`config.mk`:
```
export PLATFORM = sky130hd
export DESIGN_NAME = wb_gain_calc_flat
export DESIGN_NICKNAME = d
export VERILOG_FILES = /design/src/rtl/wb_gain_calc_if.sv /design/src/rtl/wb_gain_calc.sv /design/src/flat_wrapper.sv
export SDC_FILE = /design/constraint.sdc
export NUM_CORES = 1
export LEC_CHECK = 0
export ABC_AREA = 0
export CAP_MARGIN = 20
export CORE_MARGIN = 1.5
export CORE_UTILIZATION = 26
export DETAILED_ROUTE_END_ITERATION = 10
export PLACE_DENSITY = 0.5
export RECOVER_POWER = 25
export SYNTH_ARGS = -nofsm -noshare
export SYNTH_HDL_FRONTEND = slang
export SYNTH_SLANG_ARGS = --single-unit
export TNS_END_PERCENT = 20
```
`constraint.sdc`:
```
create_clock -name clk_i -period 6.45 [get_ports clk_i]
set_input_delay 1.935 -clock clk_i [delete_from_list [all_inputs] [get_ports clk_i]]
set_output_delay 1.935 -clock clk_i [all_outputs]
set_load 0.1 [all_outputs]
```
`src/rtl/wb_gain_calc_if.sv`:
```
// Statistics handshake bundle between the stats accumulator and wb_gain_calc.
// The master drives valid and the per-channel sums (ch0 in the LSBs); the slave returns ready.
interface wb_gain_calc_if #(
    parameter int unsigned CHANNELS  = 3,
    parameter int unsigned SUM_WIDTH = 32
);
    logic                          stat_valid_i;
    logic [CHANNELS*SUM_WIDTH-1:0] stat_sum_i;
    logic                          stat_ready_o;

    modport master (output stat_valid_i, output stat_sum_i, input stat_ready_o);
    modport slave  (input stat_valid_i, input stat_sum_i, output stat_ready_o);
endinterface

```
`src/rtl/wb_gain_calc.sv`:
```
// White-balance gain controller: gray-world gains via a serial restoring divider,
// manual shadow coefficients, and frame-boundary application of new gains.
// Optional feature macro: WB_GAIN_CLAMP_EN clamps computed and manual gains to MAX_GAIN.
module wb_gain_calc #(
    parameter int unsigned CHANNELS   = 3,
    parameter int unsigned SUM_WIDTH  = 32,
    parameter int unsigned COEF_WIDTH = 32,
    parameter int unsigned FRAC_BITS  = 16,
    parameter int unsigned REF_CH     = 1,
    parameter logic [COEF_WIDTH-1:0] MAX_GAIN = 32'h0004_0000
) (
    input  logic                           clk_i,
    input  logic                           rst_i,
    input  logic [1:0]                     mode_i,
    input  logic                           cal_stb_i,
    input  logic [$clog2(CHANNELS)-1:0]    man_sel_i,
    input  logic [COEF_WIDTH-1:0]          man_coef_i,
    input  logic                           man_lock_i,
    output logic [COEF_WIDTH-1:0]          cur_coef_o,
    wb_gain_calc_if.slave                  stat,
    input  logic                           frame_start_i,
    output logic [CHANNELS*COEF_WIDTH-1:0] coef_o,
    output logic                           busy_o
);
    localparam int unsigned N     = SUM_WIDTH + FRAC_BITS;
    localparam int unsigned SEL_W = $clog2(CHANNELS);
    localparam int unsigned CNT_W = $clog2(N + 1);
    localparam logic [COEF_WIDTH-1:0] UNITY = COEF_WIDTH'(1) << FRAC_BITS;

    typedef enum logic [2:0] {S_IDLE, S_LOAD, S_DIV, S_STORE, S_DONE} state_t;

    state_t state_q, state_d;
    logic   accept_c, start_c;

    logic [CHANNELS-1:0][SUM_WIDTH-1:0]  sums_q;
    logic [CHANNELS-1:0][COEF_WIDTH-1:0] results_q, pending_q, shadow_q, coef_q;
    logic [N-1:0]          dq_q;
    logic [SUM_WIDTH-1:0]  rem_q;
    logic [CNT_W-1:0]      cnt_q;
    logic [SEL_W-1:0]      ch_q;
    logic                  pending_vld_q, armed_q, lock_d_q, ready_q, busy_q;
    logic [COEF_WIDTH-1:0] cur_q;

    logic [SUM_WIDTH-1:0]  divisor_c, sub_c;
    logic [SUM_WIDTH:0]    rem_sh_c;
    logic                  ge_c, ovf_c;
    logic [COEF_WIDTH-1:0] result_c;

    // Ceiling applied to computed gains and manual writes when clamping is built in.
    function automatic logic [COEF_WIDTH-1:0] clamp_gain(input logic [COEF_WIDTH-1:0] g);
`ifdef WB_GAIN_CLAMP_EN
        return (g > MAX_GAIN) ? MAX_GAIN : g;
`else
        return g;
`endif
    endfunction

`ifndef WB_GAIN_CLAMP_EN
    // MAX_GAIN only matters when clamping is built in.
    logic unused_max_gain;
    assign unused_max_gain = ^MAX_GAIN;
`endif

    // State register.
    always_ff @(posedge clk_i) begin
        if (rst_i) state_q <= S_IDLE;
        else       state_q <= state_d;
    end

    // Next-state logic and handshake decode.
    always_comb begin
        state_d  = state_q;
        accept_c = 1'b0;
        start_c  = 1'b0;
        case (state_q)
            S_IDLE: begin
                accept_c = stat.stat_valid_i;
                start_c  = accept_c && ((mode_i == 2'd3) || ((mode_i == 2'd2) && armed_q));
                if (start_c) state_d = S_LOAD;
            end
            S_LOAD:  state_d = S_DIV;
            S_DIV:   if (cnt_q == CNT_W'(N - 1)) state_d = S_STORE;
            S_STORE: state_d = (ch_q == SEL_W'(CHANNELS - 1)) ? S_DONE : S_DIV;
            S_DONE:  state_d = S_IDLE;
            default: state_d = S_IDLE;
        endcase
    end

    // Divider step, divisor select and quotient saturation.
    always_comb begin
        divisor_c = '0;
        for (int c = 0; c < CHANNELS; c++)
            if (ch_q == SEL_W'(c)) divisor_c = sums_q[c];
        rem_sh_c = {rem_q, dq_q[N-1]};
        ge_c     = rem_sh_c >= {1'b0, divisor_c};
        sub_c    = SUM_WIDTH'(rem_sh_c - {1'b0, divisor_c});
        ovf_c    = |(dq_q >> COEF_WIDTH);
        result_c = (divisor_c == '0 || ovf_c) ? '1 : COEF_WIDTH'(dq_q);
        result_c = clamp_gain(result_c);
    end

    // Sum capture and serial restoring division, one quotient bit per cycle.
    always_ff @(posedge clk_i) begin
        if (rst_i) begin
            sums_q    <= '0;
            dq_q      <= '0;
            rem_q     <= '0;
            cnt_q     <= '0;
            ch_q      <= '0;
            results_q <= '0;
        end else begin
            case (state_q)
                S_IDLE: if (start_c) sums_q <= stat.stat_sum_i;
                S_LOAD: begin
                    dq_q  <= N'(sums_q[REF_CH]) << FRAC_BITS;
                    rem_q <= '0;
                    cnt_q <= '0;
                    ch_q  <= '0;
                end
                S_DIV: begin
                    dq_q  <= {dq_q[N-2:0], ge_c};
                    rem_q <= ge_c ? sub_c : SUM_WIDTH'(rem_sh_c);
                    cnt_q <= cnt_q + CNT_W'(1);
                end
                S_STORE: begin
                    for (int c = 0; c < CHANNELS; c++)
                        if (ch_q == SEL_W'(c)) results_q[c] <= result_c;
                    dq_q  <= N'(sums_q[REF_CH]) << FRAC_BITS;
                    rem_q <= '0;
                    cnt_q <= '0;
                    ch_q  <= ch_q + SEL_W'(1);
                end
                default: ;
            endcase
        end
    end

    // Pending gains and frame-boundary update of the active coefficients.
    always_ff @(posedge clk_i) begin
        if (rst_i) begin
            coef_q        <= {CHANNELS{UNITY}};
            pending_q     <= {CHANNELS{UNITY}};
            pending_vld_q <= 1'b0;
        end else begin
            if (frame_start_i) begin
                case (mode_i)
                    2'd0:    coef_q <= {CHANNELS{UNITY}};
                    2'd1:    coef_q <= shadow_q;
                    default: if (pending_vld_q) begin
                        coef_q        <= pending_q;
                        pending_vld_q <= 1'b0;
                    end
                endcase
            end
            // A completion in the same cycle as frame_start wins the valid flag.
            if (state_q == S_DONE && mode_i[1]) begin
                pending_q     <= results_q;
                pending_vld_q <= 1'b1;
            end
        end
    end

    // Manual shadow writes, calibration arming and coefficient readback.
    always_ff @(posedge clk_i) begin
        if (rst_i) begin
            shadow_q <= {CHANNELS{UNITY}};
            lock_d_q <= 1'b0;
            armed_q  <= 1'b0;
            cur_q    <= UNITY;
        end else begin
            lock_d_q <= man_lock_i;
            if (man_lock_i && !lock_d_q)
                for (int c = 0; c < CHANNELS; c++)
                    if (man_sel_i == SEL_W'(c)) shadow_q[c] <= clamp_gain(man_coef_i);
            if (accept_c)                      armed_q <= 1'b0;
            if (cal_stb_i && mode_i == 2'd2)   armed_q <= 1'b1;
            cur_q <= '0;
            for (int c = 0; c < CHANNELS; c++)
                if (man_sel_i == SEL_W'(c)) cur_q <= coef_q[c];
        end
    end

    // Registered status flags tracking the upcoming state.
    always_ff @(posedge clk_i) begin
        if (rst_i) begin
            ready_q <= 1'b1;
            busy_q  <= 1'b0;
        end else begin
            ready_q <= (state_d == S_IDLE);
            busy_q  <= (state_d != S_IDLE);
        end
    end

    assign stat.stat_ready_o = ready_q;
    assign busy_o            = busy_q;
    assign coef_o            = coef_q;
    assign cur_coef_o        = cur_q;
endmodule

```
`src/flat_wrapper.sv`:
```
// flat-port wrapper written by rule: the top's interface ports become plain ports
module wb_gain_calc_flat 
#(
    parameter int unsigned CHANNELS   = 3,
    parameter int unsigned SUM_WIDTH  = 32,
    parameter int unsigned COEF_WIDTH = 32,
    parameter int unsigned FRAC_BITS  = 16,
    parameter int unsigned REF_CH     = 1,
    parameter logic [COEF_WIDTH-1:0] MAX_GAIN = 32'h0004_0000
)
  (clk_i, rst_i, mode_i, cal_stb_i, man_sel_i, man_coef_i, man_lock_i, cur_coef_o, frame_start_i, coef_o, busy_o, stat_stat_valid_i, stat_stat_sum_i, stat_stat_ready_o);
  wb_gain_calc_if #(.CHANNELS(CHANNELS), .SUM_WIDTH(SUM_WIDTH)) stat_i ();
  input  logic clk_i;
  input  logic rst_i;
  input  logic [1:0] mode_i;
  input  logic cal_stb_i;
  input  logic [$clog2(CHANNELS)-1:0] man_sel_i;
  input  logic [COEF_WIDTH-1:0] man_coef_i;
  input  logic man_lock_i;
  output logic [COEF_WIDTH-1:0] cur_coef_o;
  input  logic frame_start_i;
  output logic [CHANNELS*COEF_WIDTH-1:0] coef_o;
  output logic busy_o;
  input wire logic [$bits(stat_i.stat_valid_i)-1:0] stat_stat_valid_i;
  input wire logic [$bits(stat_i.stat_sum_i)-1:0] stat_stat_sum_i;
  output wire logic [$bits(stat_i.stat_ready_o)-1:0] stat_stat_ready_o;
  assign stat_i.stat_valid_i = stat_stat_valid_i;
  assign stat_i.stat_sum_i = stat_stat_sum_i;
  assign stat_stat_ready_o = stat_i.stat_ready_o;
  wb_gain_calc #(.CHANNELS(CHANNELS), .SUM_WIDTH(SUM_WIDTH), .COEF_WIDTH(COEF_WIDTH), .FRAC_BITS(FRAC_BITS), .REF_CH(REF_CH), .MAX_GAIN(MAX_GAIN)) u_core (.clk_i(clk_i), .rst_i(rst_i), .mode_i(mode_i), .cal_stb_i(cal_stb_i), .man_sel_i(man_sel_i), .man_coef_i(man_coef_i), .man_lock_i(man_lock_i), .cur_coef_o(cur_coef_o), .stat(stat_i), .frame_start_i(frame_start_i), .coef_o(coef_o), .busy_o(busy_o));
endmodule
```
==> reports/results.tsv <==
metric	value	unit
coreArea	0.100	mm^2
crit_chain	dlygate4sd3_1 > clkbuf_1 > nor2_1 > nand2_1 > nand2_1 > a21oi_1	
path_buf_inv	2	
maxSlewHeadroom	-1.41	
tritoncts	built	
vias	23300	
clk-insertion-delay-late	0.63	ns
wl_per_cell	18.6	um
grt_usage	0.167	
cts_buffers	71	
finClkSkew	0.0220	ns
firstDrtPassIters	7	
fin_crit_sh	0.822	
synthTopCellsByArea	dfxtp_1 (46%), nand2_1 (9.6%), a21oi_1 (8.7%)	
synth_edf_count	0	
layoutNonFillerInstCount	4783	
crit_arrival	5.78	ns
grt_setup_unrepaired	false	
cpMaxStageDelayCell	clkbuf_1	
initialDrtViolationCount	1888	
path_common_cell	nand2_1	
syn_avg_cell_area	7.87	um^2
fillers	10800	
pwr_density_cell	312	mW/mm^2
die_y	321	um
cts_resized	0	
fmax	0.189	GHz
cts.clk_slew.worst_paths	0.06	ns
ys_seq_area_frac	0.463	
crit_family	buffers and inverters	
cp-end-kind	flop	
violations	max-capacitance violations, max-slew violations	
hp-class	flop to flop	
path_max_fanout	37	
clockRootBuffer	clkbuf_16	
area_delta_synth_final	22.1	%
grt_max_degree	220	
stdcell_area	0.0321	mm^2
clock-sinks	608	
cts_setup_buffers	0	
synth_cell_type_count	73	
setup_slack	1.15	ns
synth_flop_cell	dfxtp_1	
portBuffers	267	
ctsHoldBuffers	0	
final_max_slew_viol_count	858	
timing.setup.tns	0	ns
die_area	0.103	mm^2
worstMarginPinSlew	3.62	ns
hold_viol	0	
ys_async_sr_fraction	0	
finalWeightedCongestion	0.849	
yosysTopAreaCellShare	0.463	
pre_cts_ws	1.70	ns
vdd_drop_max	0.168	mV
synth_most_common_cell	nand2_1	
drive_above_1_share	0.0617	
placed_cell_area	0.0298	mm^2
synth_seq_cells	608	
ios	268	
synth_area_leader_cell	dfxtp_1	
dp.cells	4657	
rows	116	
antenna_left	0	
grt_pass1_wl	136000	um
initial_core_util	0.263	
crit_type	input pin to flop	
route.detailed.drc	0	
required	6.93	ns
cap_violations	10	
period_needed	5.30	ns
slowest_delay	1.41	ns
setup_viol	0	
leakagePower	11.5	nW
syn-instance-count	3342	
drt-total-wl	88800	um
status	finished with violations	
clock_path_buffers	3	
synth_fp_nets	3516	
die_w	321	um
ys_warn_count	0	
overflow	0	
grt_pass1_vias	21600	
netlist_area	0.0263	mm^2
viasPerCell	4.87	
dp_hpwl	60200	um
layout.nets	3606	
htree_levels	3	
synth_common_cells	nand2_1 (672), dfxtp_1 (608), a21oi_1 (457)	
start_kind	input pin	
antenna_found_initial	0	
[power breakdown]
group	internal, W	switching (W)
combinational	0.000665	0.00128
sequential	0.00387	0.000102
clock	0.00240	0.00170
total	0.00694	0.00309
[worst paths after layout]
path | start | end | slack [ns] | cells after the start
worst min-delay path | u_core.results_q[85] | u_core.pending_q[85] | 0.43 | 2
worst min register to register | u_core.results_q[85] | u_core.pending_q[85] | 0.43 | 2
worst max register to register | u_core.ch_q[1] | u_core.rem_q[23] | 1.70 | 15
worst max-delay path | man_sel_i[1] | u_core.shadow_q[55] | 1.15 | 6
[metrics by stage]
stage	hold WS, ns	total power (W)	util
finish	0.430	0.0100	0.320
global route	0.445	0.0105	0.320
CTS	0.433	0.0101	0.321
detailed placement	0.442	0.00599	0.297
global placement	0.436	0.00601	0.297
floorplan	0.432	0.00547	-
[cell type report]
class	instances	area (um^2)	share of cell area
diodes	1	2.50	0.0000780
clock buffers	97	2000	0.0625
clock inverters	28	373	0.0116
inverters	80	302	0.00940
multi-input cells	2368	12700	0.396
flip-flops and latches	608	12200	0.379
well taps	1298	1620	0.0506
repair buffers	303	2910	0.0906
[worst reg2reg max path, cell delays in order, from the launching register on]
cell,delay [ns]
dfxtp_1,0.32
inv_1,0.08
ha_2,0.89
nor2_1,0.13
a21oi_1,0.28
nor2_1,0.07
a21oi_1,0.24
ha_1,0.47
nand4_1,0.24
nor4_1,0.37
nand4_1,0.16
o21ba_2,0.29
o221ai_4,0.26
buf_4,0.42
o21ai_1,0.13
a211o_1,0.28
[cells by family (layout without fill, tap and decap cells)]
| group | count (synthesis) | count (layout) | share of synthesized area |
|---|---|---|---|
| compound gates | 811 | 811 | 0.200 |
| mux | 49 | 49 | 0.0188 |
| xor+xnor | 27 | 27 | 0.00899 |
| simple gates | 1444 | 1444 | 0.236 |
| buf+inv | 366 | 508 | 0.0561 |
| other cells | 0 | 1 | 0 |
| fa+ha+maj | 37 | 37 | 0.0178 |
| flops | 608 | 608 | 0.463 |
[sequential cells by signal (all words and copies together) (netlist names), 2 cells and up]
signal	count
u_core.coef_o	96
u_core.pending_q	96
u_core.results_q	96
u_core.shadow_q	96
u_core.sums_q	96
u_core.dq_q	48
u_core.cur_coef_o	32
u_core.rem_q	32
u_core.cnt_q	6
u_core.state_q	3
u_core.ch_q	2
[per-layer routing]
| metal | GRT usage | vias to the layer above | part of all wire |
|---|---|---|---|
| li1 | - | 11700 | - |
| met2 | 0.230 | 621 | 0.40 |
| met1 | 0.264 | 10900 | 0.53 |
| met5 | 0 | - | 0 |
| met3 | 0.0242 | 102 | 0.051 |
| met4 | 0.0459 | 0 | 0.021 |
[layout by cell type (no fill, tap or decap), types with 6 or more instances in the layout]
cell / netlist / routed
clkbuf_1: 229 / 17
nand3b_1: 10 / 10
a22oi_1: 20 / 20
a21o_1: 19 / 19
nor4_1: 9 / 9
clkinv_2: 0 / 13
nand4_1: 19 / 19
xor2_1: 14 / 14
a311oi_2: 28 / 28
clkbuf_16: 0 / 71
mux2i_1: 47 / 47
a211oi_1: 110 / 110
nor3b_1: 33 / 32
a311oi_1: 72 / 72
o21ai_0: 44 / 45
nor2b_1: 6 / 6
inv_1: 80 / 79
nor3_1: 120 / 119
nor2_1: 432 / 430
nand2b_1: 6 / 6
nand3_1: 11 / 10
ha_1: 35 / 33
xnor2_1: 13 / 13
and3_1: 100 / 96
clkdlybuf4s50_1: 0 / 262
nand2_1: 672 / 672
o21bai_1: 6 / 6
a21oi_1: 457 / 456
clkbuf_8: 0 / 13
buf_4: 8 / 27
dfxtp_1: 608 / 607
No activity file was read; power rests on OpenSTA's default activity.
